## config.mk

```make
export PLATFORM = sky130hd
export DESIGN_NAME = pwm_ventilador
export DESIGN_NICKNAME = d
export VERILOG_FILES = /design/src/rtl/refrigeracion_pkg.sv /design/src/rtl/pwm_ventilador_base.sv /design/src/rtl/pwm_ventilador.sv
export SDC_FILE = /design/constraint.sdc
export NUM_CORES = 1
export LEC_CHECK = 0
export BUFFER_PORTS_ARGS = -buffer_cell sky130_fd_sc_hd__buf_2
export CAP_MARGIN = 10
export CORE_ASPECT_RATIO = 1.25
export CORE_UTILIZATION = 60
export DETAILED_ROUTE_END_ITERATION = 10
export GPL_TIMING_DRIVEN = 0
export PLACE_DENSITY = 0.82
export SLEW_MARGIN = 40
export SYNTH_ARGS = -nofsm -noshare
export SYNTH_HDL_FRONTEND = slang
export SYNTH_SLANG_ARGS = --single-unit
```

## constraint.sdc

```tcl
create_clock -name i_clk -period 5.3 [get_ports i_clk]
set_clock_uncertainty 0.15 [all_clocks]
set_input_delay 1.06 -clock i_clk [delete_from_list [all_inputs] [get_ports i_clk]]
set_output_delay 1.06 -clock i_clk [all_outputs]
set_load 0.02 [all_outputs]
```

## src/rtl/refrigeracion_pkg.sv

```systemverilog
// Shared types and defaults for the cooling controller blocks.
package refrigeracion_pkg;

  // Fan-speed level as produced by the temperature/setpoint comparator.
  typedef logic [1:0] giro_t;

  // Fan drive sequencing states.
  typedef enum logic [1:0] {
    PARADO   = 2'd0,
    ARRANQUE = 2'd1,
    RAMPA    = 2'd2,
    ESTABLE  = 2'd3
  } estado_t;

  // Default target duties for levels 1..3 (level 0 is always duty 0).
  localparam int DUTY_L1_DEF = 85;
  localparam int DUTY_L2_DEF = 170;
  localparam int DUTY_L3_DEF = 255;

endpackage

```

## src/rtl/pwm_ventilador_base.sv

```systemverilog
// PWM time base: prescaler, period counter, registered comparator and
// end-of-period strobe. The counter period is 2^PWM_BITS-1 counts so that a
// duty of all ones gives a constant-high output.
module pwm_base #(
  parameter int PWM_BITS = 8,
  parameter int PRESC    = 50
) (
  input  logic                i_clk,
  input  logic                i_rst_n,
  input  logic [PWM_BITS-1:0] i_duty,
  output logic                o_pwm,
  output logic                o_fin_periodo
);

  localparam int PW = (PRESC > 1) ? $clog2(PRESC) : 1;
  localparam logic [PW-1:0]       PRESC_MAX = PW'(PRESC - 1);
  localparam logic [PWM_BITS-1:0] CNT_MAX   = PWM_BITS'((1 << PWM_BITS) - 2);

  logic [PW-1:0]       r_presc;
  logic [PWM_BITS-1:0] r_cnt;
  logic                r_pwm;
  logic                w_tick;

  assign w_tick        = (r_presc == PRESC_MAX);
  assign o_fin_periodo = w_tick && (r_cnt == CNT_MAX);
  assign o_pwm         = r_pwm;

  // Prescaler: one tick every PRESC clocks.
  always_ff @(posedge i_clk or negedge i_rst_n) begin
    if (!i_rst_n)    r_presc <= '0;
    else if (w_tick) r_presc <= '0;
    else             r_presc <= r_presc + 1'b1;
  end

  // Period counter 0..2^PWM_BITS-2, advancing on each tick.
  always_ff @(posedge i_clk or negedge i_rst_n) begin
    if (!i_rst_n)    r_cnt <= '0;
    else if (w_tick) r_cnt <= (r_cnt == CNT_MAX) ? '0 : r_cnt + 1'b1;
  end

  // Registered compare keeps the motor drive free of combinational glitches.
  always_ff @(posedge i_clk or negedge i_rst_n) begin
    if (!i_rst_n) r_pwm <= 1'b0;
    else          r_pwm <= (r_cnt < i_duty);
  end

endmodule

```

## src/rtl/pwm_ventilador.sv

```systemverilog
// Fan motor driver: synchronizes and debounces the requested level, then
// sequences duty through a start kick and a slew-limited ramp.
module pwm_ventilador
  import refrigeracion_pkg::*;
#(
  parameter int PWM_BITS     = 8,
  parameter int PRESC        = 50,
  parameter int HOLD_PERIODS = 64,
  parameter int KICK_PERIODS = 16,
  parameter int RAMP_STEP    = 4,
  parameter int DUTY_L1      = DUTY_L1_DEF,
  parameter int DUTY_L2      = DUTY_L2_DEF,
  parameter int DUTY_L3      = DUTY_L3_DEF
) (
  input  logic                i_clk,
  input  logic                i_rst_n,
  input  logic [1:0]          i_giro,
  output logic                o_pwm_out,
  output logic [PWM_BITS-1:0] o_duty,
  output logic [1:0]          o_nivel,
  output logic                o_en_rampa
);

  localparam int HW = $clog2(HOLD_PERIODS + 1);
  localparam int KW = (KICK_PERIODS > 1) ? $clog2(KICK_PERIODS) : 1;
  localparam logic [HW-1:0]       HOLD_MAX    = HW'(HOLD_PERIODS);
  localparam logic [HW-1:0]       HOLD_ULTIMO = HW'(HOLD_PERIODS - 1);
  localparam logic [KW-1:0]       KICK_ULTIMO = KW'(KICK_PERIODS - 1);
  localparam logic [PWM_BITS:0]   STEP        = (PWM_BITS + 1)'(RAMP_STEP);
  localparam logic [PWM_BITS-1:0] DUTY_MAX    = '1;

  giro_t               r_giro_s1, r_giro_s2, r_candidato, r_nivel;
  logic [HW-1:0]       r_estab_cnt;
  estado_t             r_estado, w_estado_sig;
  logic [PWM_BITS-1:0] r_duty, w_duty_sig, w_objetivo, w_paso;
  logic [KW-1:0]       r_kick_cnt, w_kick_sig;
  logic                r_en_rampa, w_en_rampa_sig;
  logic                w_fin_periodo;
  logic [PWM_BITS:0]   w_obj_ext, w_duty_ext, w_diff;

  pwm_base #(
    .PWM_BITS (PWM_BITS),
    .PRESC    (PRESC)
  ) u_pwm_base (
    .i_clk         (i_clk),
    .i_rst_n       (i_rst_n),
    .i_duty        (r_duty),
    .o_pwm         (o_pwm_out),
    .o_fin_periodo (w_fin_periodo)
  );

  // Two-flop synchronizer for the asynchronous level request.
  always_ff @(posedge i_clk or negedge i_rst_n) begin
    if (!i_rst_n) begin
      r_giro_s1 <= '0;
      r_giro_s2 <= '0;
    end else begin
      r_giro_s1 <= i_giro;
      r_giro_s2 <= r_giro_s1;
    end
  end

  // Debounce: a candidate must survive HOLD_PERIODS period ends unchanged.
  always_ff @(posedge i_clk or negedge i_rst_n) begin
    if (!i_rst_n) begin
      r_candidato <= '0;
      r_estab_cnt <= '0;
      r_nivel     <= '0;
    end else if (r_giro_s2 != r_candidato) begin
      r_candidato <= r_giro_s2;
      r_estab_cnt <= '0;
    end else if (w_fin_periodo) begin
      if (r_estab_cnt != HOLD_MAX) r_estab_cnt <= r_estab_cnt + 1'b1;
      if (r_estab_cnt >= HOLD_ULTIMO) r_nivel <= r_candidato;
    end
  end

  // Target duty lookup and one slew-limited step toward it (never overshoots).
  always_comb begin
    case (r_nivel)
      2'd1:    w_objetivo = PWM_BITS'(DUTY_L1);
      2'd2:    w_objetivo = PWM_BITS'(DUTY_L2);
      2'd3:    w_objetivo = PWM_BITS'(DUTY_L3);
      default: w_objetivo = '0;
    endcase
    w_obj_ext  = {1'b0, w_objetivo};
    w_duty_ext = {1'b0, r_duty};
    if (w_obj_ext >= w_duty_ext) begin
      w_diff = w_obj_ext - w_duty_ext;
      w_paso = (w_diff > STEP) ? r_duty + STEP[PWM_BITS-1:0] : w_objetivo;
    end else begin
      w_diff = w_duty_ext - w_obj_ext;
      w_paso = (w_diff > STEP) ? r_duty - STEP[PWM_BITS-1:0] : w_objetivo;
    end
  end

  // state    | meaning
  // PARADO   | motor off, duty 0, waiting for a nonzero level
  // ARRANQUE | full-duty kick for KICK_PERIODS periods
  // RAMPA    | duty slewing toward the target by at most RAMP_STEP per period
  // ESTABLE  | duty equals target
  // Next-state logic; everything moves only at period ends, level 0 wins.
  always_comb begin
    w_estado_sig = r_estado;
    w_duty_sig   = r_duty;
    w_kick_sig   = r_kick_cnt;
    if (w_fin_periodo) begin
      if (r_nivel == 2'd0) begin
        w_estado_sig = PARADO;
        w_duty_sig   = '0;
        w_kick_sig   = '0;
      end else begin
        case (r_estado)
          PARADO: begin
            w_estado_sig = ARRANQUE;
            w_duty_sig   = DUTY_MAX;
            w_kick_sig   = '0;
          end
          ARRANQUE: begin
            if (r_kick_cnt == KICK_ULTIMO) begin
              w_duty_sig   = w_paso;
              w_estado_sig = (w_paso == w_objetivo) ? ESTABLE : RAMPA;
            end else begin
              w_kick_sig = r_kick_cnt + 1'b1;
            end
          end
          RAMPA: begin
            w_duty_sig   = w_paso;
            w_estado_sig = (w_paso == w_objetivo) ? ESTABLE : RAMPA;
          end
          ESTABLE: begin
            if (w_objetivo != r_duty) begin
              w_duty_sig   = w_paso;
              w_estado_sig = (w_paso == w_objetivo) ? ESTABLE : RAMPA;
            end
          end
          default: begin
            w_estado_sig = PARADO;
            w_duty_sig   = '0;
          end
        endcase
      end
    end
    w_en_rampa_sig = (w_estado_sig == ARRANQUE) || (w_estado_sig == RAMPA);
  end

  // State, duty, kick counter and ramp flag registers.
  always_ff @(posedge i_clk or negedge i_rst_n) begin
    if (!i_rst_n) begin
      r_estado   <= PARADO;
      r_duty     <= '0;
      r_kick_cnt <= '0;
      r_en_rampa <= 1'b0;
    end else begin
      r_estado   <= w_estado_sig;
      r_duty     <= w_duty_sig;
      r_kick_cnt <= w_kick_sig;
      r_en_rampa <= w_en_rampa_sig;
    end
  end

  assign o_duty     = r_duty;
  assign o_nivel    = r_nivel;
  assign o_en_rampa = r_en_rampa;

endmodule

```

# Yosys cells after proc, flatten, opt, wreduce, memory -nomap -nowiden
# Index checks and enable logic that the tools add are counted.
# W data, S select, Z words.
[classes]
eq_ne = 18
add_sub_neg = 8
shift = 0
div_mod_pow = 0
mux = 22
reduce_logical = 11
n_mul = 0
magnitude_cmp = 5
n_bitwise = 1
[op_table]
columns = ["operator", "n"]
rows = [
  ["$mux W8", 7],
  ["$pmux W8 S4", 1],
  ["$pmux W8 S3", 1],
  ["$mux W7", 3],
  ["$gt A9 B3 Y1 const B", 2],
  ["$sub A8 B8 Y9", 2],
  ["$eq A2 B2 Y1 const B", 5],
  ["$ne A3 B3 Y1 const B", 3],
  ["$reduce_and A3 Y1", 3],
  ["$add A8 B1 Y8 const B", 1],
  ["$add A8 B3 Y8 const B", 1],
  ["$eq A8 B8 Y1", 1],
  ["$eq A8 B8 Y1 const B", 1],
  ["$ge A8 B8 Y1", 1],
  ["$lt A8 B8 Y1", 1],
  ["$mux W2", 4],
  ["$mux W4", 2],
  ["$ne A8 B8 Y1", 1],
  ["$pmux W2 S4", 1],
  ["$pmux W4 S2", 1],
  ["$sub A8 B3 Y8 const B", 1],
  ["$add A7 B1 Y7 const B", 1],
  ["$ge A7 B6 Y1 const B", 1],
  ["$ne A7 B7 Y1 const B", 1],
  ["15 further kinds", 19],
]
[word_totals]
mem_bits_ro = 0
register_bits = 45
mem_count = 0
latch_bits = 0
wordCells = 77
mem_bits_rw = 0
input_bits = 4

# Depth between registers and ports, before layout
[logic_depth]
ltp_word = 14
ltp_mapped = 16
ltp_nobuf = 14

# By module
# Synthesis repeated with hierarchy kept, for this count alone.
[hier_totals]
hier_cells = 411
area_unflattened_um2 = 3569.7
[modules_own_cells]
columns = ["mod", "n_inst", "area_per_inst_um2", "seq_area_each_um2", "cells_each"]
rows = [
  ["pwm_ventilador", 1, 2621.3, 750.7, 311],
  ["pwm_base", 1, 948.4, 375.4, 100],
]

# Worst setup path after synthesis
# OpenSTA, ideal clock, no wires.
[synth_timing]
kind = "register to register"
start = "register r_nivel[0] (netlist: o_nivel[0])"
end = "register r_en_rampa (netlist: o_en_rampa)"
arrival_ps = 3789
stages_incl_launch_ff = 15
setup_slack_ps = 1235
path_cell_list = "dfrtp_1 clkbuf_1 ha_1 fa_1 nand2b_1 a21oi_2 a221oi_1 or4_4 o31ai_4 o22ai_1 a221o_1 mux2_4 nor2_1 a311oi_1 o311a_1"
[synth_via]
elab_chain_cells = 14
word_cells_on_any_way = 24
classes_between = "2 x add/sub; 3 x order compare; 7 x eq/ne; 10 x mux; 2 x reduce/logical"
[synth_rtl]
columns = ["item", "line", "text"]
rows = [
  ["start: declaration", "pwm_ventilador.sv:32", "giro_t r_giro_s1, r_giro_s2, r_candidato, r_nivel;"],
  ["start signal: assignment", "pwm_ventilador.sv:74", "if (r_estab_cnt >= HOLD_ULTIMO) r_nivel <= r_candidato;"],
  ["$eq A2 B2 Y1 / $eq A2 B1 Y1 (equally long branches)", "pwm_ventilador.sv:80", "case (r_nivel)"],
  ["$pmux W8 S3", "pwm_ventilador.sv:80", ""],
  ["$sub A8 B8 Y9 (on tied branches)", "pwm_ventilador.sv:92, pwm_ventilador.sv:89", ""],
  ["$gt A9 B3 Y1 (on tied branches)", "pwm_ventilador.sv:93, pwm_ventilador.sv:90", ""],
  ["$mux W8 (on tied branches)", "pwm_ventilador.sv:93, pwm_ventilador.sv:90", ""],
  ["$mux W8", "pwm_ventilador.sv:88", "if (w_obj_ext >= w_duty_ext) begin"],
  ["$eq A8 B8 Y1", "pwm_ventilador.sv:122, pwm_ventilador.sv:129, pwm_ventilador.sv:134", ""],
  ["$mux W1", "pwm_ventilador.sv:122, pwm_ventilador.sv:129, pwm_ventilador.sv:134", ""],
  ["$mux W2 (on tied branches)", "pwm_ventilador.sv:132, pwm_ventilador.sv:120", ""],
  ["$pmux W2 S4", "pwm_ventilador.sv:113", "case (r_estado)"],
  ["$mux W2 (*)", "pwm_ventilador.sv:108", "if (r_nivel == 2'd0) begin"],
  ["$mux W2 (*)", "pwm_ventilador.sv:107", "if (w_fin_periodo) begin"],
  ["$eq A2 B1 Y1 / $eq A2 B2 Y1 (equally long branches)", "pwm_ventilador.sv:144", "w_en_rampa_sig = (w_estado_sig == ARRANQUE) || (w_estado_sig == RAMPA);"],
  ["$logic_or A1 B1 Y1 (*)", "pwm_ventilador.sv:144", ""],
  ["via w_en_rampa_sig", "pwm_ventilador.sv:37", "logic r_en_rampa, w_en_rampa_sig;"],
  ["end signal: assignment", "pwm_ventilador.sv:158", "r_en_rampa <= w_en_rampa_sig;"],
  ["end: declaration", "pwm_ventilador.sv:37", ""],
]
# The timed path passes the listed nets; every way through them passes the cells marked *.
# A chain may end at the register's enable or synchronous reset.

# Worst setup path after layout
[layout_timing]
start = "register r_duty[5] (netlist: o_duty[5])"
end = "register r_en_rampa (netlist: o_en_rampa)"
[layout_via]
elab_chain_cells = 12
word_cells_on_any_way = 21
classes_between = "4 x add/sub; 3 x order compare; 4 x eq/ne; 9 x mux; 1 x reduce/logical"
[layout_rtl]
columns = ["item", "line", "text"]
rows = [
  ["start: declaration", "pwm_ventilador.sv:35", "logic [PWM_BITS-1:0] r_duty, w_duty_sig, w_objetivo, w_paso;"],
  ["start signal: assignment", "pwm_ventilador.sv:156", "r_duty <= w_duty_sig;"],
  ["$sub A8 B8 Y9 (on tied branches)", "pwm_ventilador.sv:92, pwm_ventilador.sv:89", ""],
  ["$gt A9 B3 Y1 (on tied branches)", "pwm_ventilador.sv:93, pwm_ventilador.sv:90", ""],
  ["$mux W8 (on tied branches)", "pwm_ventilador.sv:93, pwm_ventilador.sv:90", ""],
  ["$mux W8", "pwm_ventilador.sv:88", ""],
  ["$eq A8 B8 Y1", "pwm_ventilador.sv:122, pwm_ventilador.sv:129, pwm_ventilador.sv:134", ""],
  ["$mux W1", "pwm_ventilador.sv:122, pwm_ventilador.sv:129, pwm_ventilador.sv:134", ""],
  ["$mux W2 (on tied branches)", "pwm_ventilador.sv:132, pwm_ventilador.sv:120", ""],
  ["$pmux W2 S4 (*)", "pwm_ventilador.sv:113", ""],
  ["$mux W2 (*)", "pwm_ventilador.sv:108", ""],
  ["$mux W2 (*)", "pwm_ventilador.sv:107", ""],
  ["$eq A2 B1 Y1 / $eq A2 B2 Y1 (equally long branches)", "pwm_ventilador.sv:144", ""],
  ["$logic_or A1 B1 Y1 (*)", "pwm_ventilador.sv:144", ""],
  ["via w_en_rampa_sig", "pwm_ventilador.sv:37", ""],
]
# Marks and branches as above.

==> reports/results.tsv <==
stage	metric	value	unit
floorplanning	die area	5990	um^2
sta	min cycle time layout	4.72	ns
routing	TritonRoute pass-1 iters	5	
clock_tree	Clock Tree Buf Depth	2	
clock_tree	CTS sink count	45	
clock_tree	htree depth	2	
floorplanning	Die Wd	69.4	um
global_routing	vias in the first global route	3057	
power	leakage power	1.63	nW
yosys	area leader, netlist	dfrtp_1	
sta	Hold Slack	0.208	ns
sta	Fin. Hold Viols	0	
critical_path	CP Launch Point	o_duty[5]$_DFFE_PN0P_	
critical_path	Reg2Reg Launch Point	o_duty[5]$_DFFE_PN0P_	
sta	Worst-Margin Slew	0.940	ns
yosys	Yosys cell types	56	
place	Detailed Place HPWL	5850	um
routing	met1 WL	3170	um
floorplanning	Die Ht	86.3	um
floorplanning	std cell rows	30	
routing	DR vias	3139	
critical_path	WS Path Type	reg2reg	
power	PD cells	153	nW/um^2
global_routing	initial antenna violation count	0	
routing	Residual DRC	0	
yosys	flops & latches, synth	45	
critical_path	crit-path max FO	10	
yosys	Synth Instances	405	
yosys	largest cells by area after synthesis	dfrtp_1 (33%), ha_1 (12%), o21ai_0 (5.9%)	
yosys	largest family of logic cells by synthesized area	simple AND/OR/NAND/NOR gates	
clock_tree	worst skew pair latency	0.29	ns
clock_tree	clock slew at reported path FFs	0.08	ns
global_routing	global-route wire length before repair	13600	um
global_routing	GRT Total Usage	28.0	%
cells_and_area	nets	465	
cells_and_area	area delta synth->final	7.20	%
yosys	asr flop ratio synth	100	%
cells_and_area	fin util	67.1	%
yosys	Synth Flop Type	dfrtp_1	
routing	top sig layer	met4	
yosys	syn_area_per_cell	8.41	um^2
floorplanning	I/O pin count	16	
routing	initial drt markers	170	
critical_path	Setup crit start kind	flop	
power	maximum vdd drop	0.000197	V
critical_path	reg2reg end	o_en_rampa$_DFF_PN0_	
sta	RSZ-0062 raised after global routing	false	
global_routing	largest net degree at the start of global routing	46	
critical_path	R2R depth	16	
clock_tree	hold_buf cts	0	
clock_tree	postcts setup bufs	0	
yosys	post-synthesis sequential area ratio	33.1	%
yosys	post-synthesis simple-gate area fraction	22.0	%
clock_tree	post-CTS sizing	0	
floorplanning	CORE AREA	5440	um^2
critical_path	r2r setup slk	0.58	ns
critical_path	Critical Path AT	4.79	ns
routing	met3 WL post-DR	355	um
yosys	Mapped Area	3410	um^2
yosys	Synth top area share	33.1	%
yosys	post-synthesis mux area share	2.57	%
clock_tree	root buffer cell	clkbuf_8	
place	GPL Wtd Cong	0.946	
yosys	commonest cells in the netlist	dfrtp_1 (45), nand2_1 (40), nor2_1 (40), o21ai_0 (40), ha_1 (33)	
yosys	post-synthesis xor/xnor area fraction	4.11	%
sta	Slew headroom	36.9	%
routing	met2 WL	4120	um
routing	WL per Instance	16.0	um
critical_path	Worst Path Required	5.37	ns
clock_tree	CTS tree	yes	
routing	Detail Route Antenna Nets	0	
yosys	compound-cell area share of the yosys netlist	21.5	%
yosys	syn nets	443	
yosys	count leader, synth	dfrtp_1	
critical_path	Critical Path End Type	flop	
outcome	status	finished, final reports clean	
cells_and_area	fraction of layout cells with a size suffix above 1	9.81	%
global_routing	grt ovf	0	
yosys	Post-Synth Adder-Cell Area	12.7	%
floorplanning	initial core utilization	62.6	%
critical_path	crit path to	o_en_rampa$_DFF_PN0_	
sta	Slew Viols, Final	0	
cells_and_area	diodes inserted	0	
hold_path	Hold Path Class	reg2reg	
routing	routed vias/inst	6.38	
hold_path	WHS Path Cells	0	
sta	f_max	0.212	GHz
sta	setup TNS	0	ns
clock_tree	CTS Buf Count	5	
sta	Final setup viols	0	
sta	final worst-path cycle share	89.0	%
yosys	Synth Warn #	0	
flow_run	max cap viols	0	
routing	Total Wirelength	7890	um
yosys	Post-synth EDFFs	0	
place	# port buffers	15	
[kinds of logic (layout without fill, tap and decap cells)]
group           Yosys count  in the layout
simple gates            154            154
compound gates          115            115
flops                    45             45
fa+ha+maj                34             34
buf+inv                  33             56
xor+xnor                 16             16
mux                       8              8
[per-layer routing]
layer | vias to the layer above | global-route usage, %
met4 | 0 | 11.7
met2 | 117 | 52.1
met5 | - | 0
li1 | 1501 | -
met3 | 32 | 3.02
met1 | 1489 | 32.7
[area by class of cell]
class	instances	area (um^2)
Multi-Input combinational cell	327	2150
Fill cell	436	1790
Sequential cell	45	1130
Tap cell	64	80.1
Timing Repair Buffer	15	77.6
Clock buffer	6	72.6
Inverter	19	71.3
Buffer	14	67.6
Clock inverter	2	10.0
[cell usage in the layout (no fill, tap or decap), drive strengths merged, types with 6 or more instances in the layout]
| master | count |
|---|---|
| nor2b | 7 |
| nor3 | 11 |
| inv | 19 |
| xor2 | 8 |
| nand3 | 15 |
| a21oi | 26 |
| nand2 | 40 |
| dfrtp | 45 |
| or3 | 6 |
| o21ai | 42 |
| clkbuf | 12 |
| nor2 | 40 |
| xnor2 | 8 |
| nand4 | 8 |
| buf | 23 |
| nand2b | 8 |
| ha | 33 |
[registers in the layout (all words and copies together), names as in the netlist]
signal              cells
r_kick_cnt              4
o_nivel                 2
r_estab_cnt             7
o_en_rampa              1
r_giro_s2               2
u_pwm_base.o_pwm        1
u_pwm_base.r_presc      6
r_candidato             2
r_giro_s1               2
u_pwm_base.r_cnt        8
o_duty                  8
r_estado                2
[report_power, final]
part           leakage [nW]  total, mW  switching [mW]  internal [mW]
combinational         0.985     0.0114         0.00893        0.00247
sequential            0.602      0.347         0.00128          0.345
clock                0.0450      0.200           0.109         0.0915
total                  1.63      0.558           0.119          0.439
[critical path, cell delays in order (launching register included)]
cell and delay (ns):
dfrtp_1 0.39, clkbuf_1 0.34, inv_1 0.21, ha_1 0.48
buf_2 0.27, nor3b_1 0.08, a2111o_1 0.34, a31oi_1 0.17
o211ai_1 0.16, o21ai_0 0.24, buf_2 0.26, o22ai_1 0.12
a211oi_1 0.49, mux2i_1 0.32, nor2_1 0.07, a311oi_1 0.33
o311a_1 0.22
[through the flow]
step | instance area [um^2] | cells | setup WS [ns] | total power [mW]
floorplan | 3410 | 405 | 1.23 | 0.356
global placement | 3560 | 484 | 0.843 | 0.364
detailed placement | 3570 | 484 | 0.807 | 0.365
CTS | 3650 | 492 | 0.728 | 0.564
global route | 3650 | 492 | 0.354 | 0.579
finish | 3650 | 492 | 0.582 | 0.558
[worst min path at each step]
stage,slack (ns),endpoint,start
5_1_grt,0.22,r_giro_s2[0]$_DFF_PN0_,r_giro_s1[0]$_DFF_PN0_
3_5_place_dp,0.20,r_giro_s2[0]$_DFF_PN0_,r_giro_s1[0]$_DFF_PN0_
4_1_cts,0.21,r_giro_s2[0]$_DFF_PN0_,r_giro_s1[0]$_DFF_PN0_
2_1_floorplan,0.18,r_giro_s2[0]$_DFF_PN0_,r_giro_s1[0]$_DFF_PN0_
6_report,0.21,r_giro_s2[0]$_DFF_PN0_,r_giro_s1[0]$_DFF_PN0_
3_3_place_gp,0.18,r_giro_s2[0]$_DFF_PN0_,r_giro_s1[0]$_DFF_PN0_
Note: power is estimated with default switching activity, not from simulation.
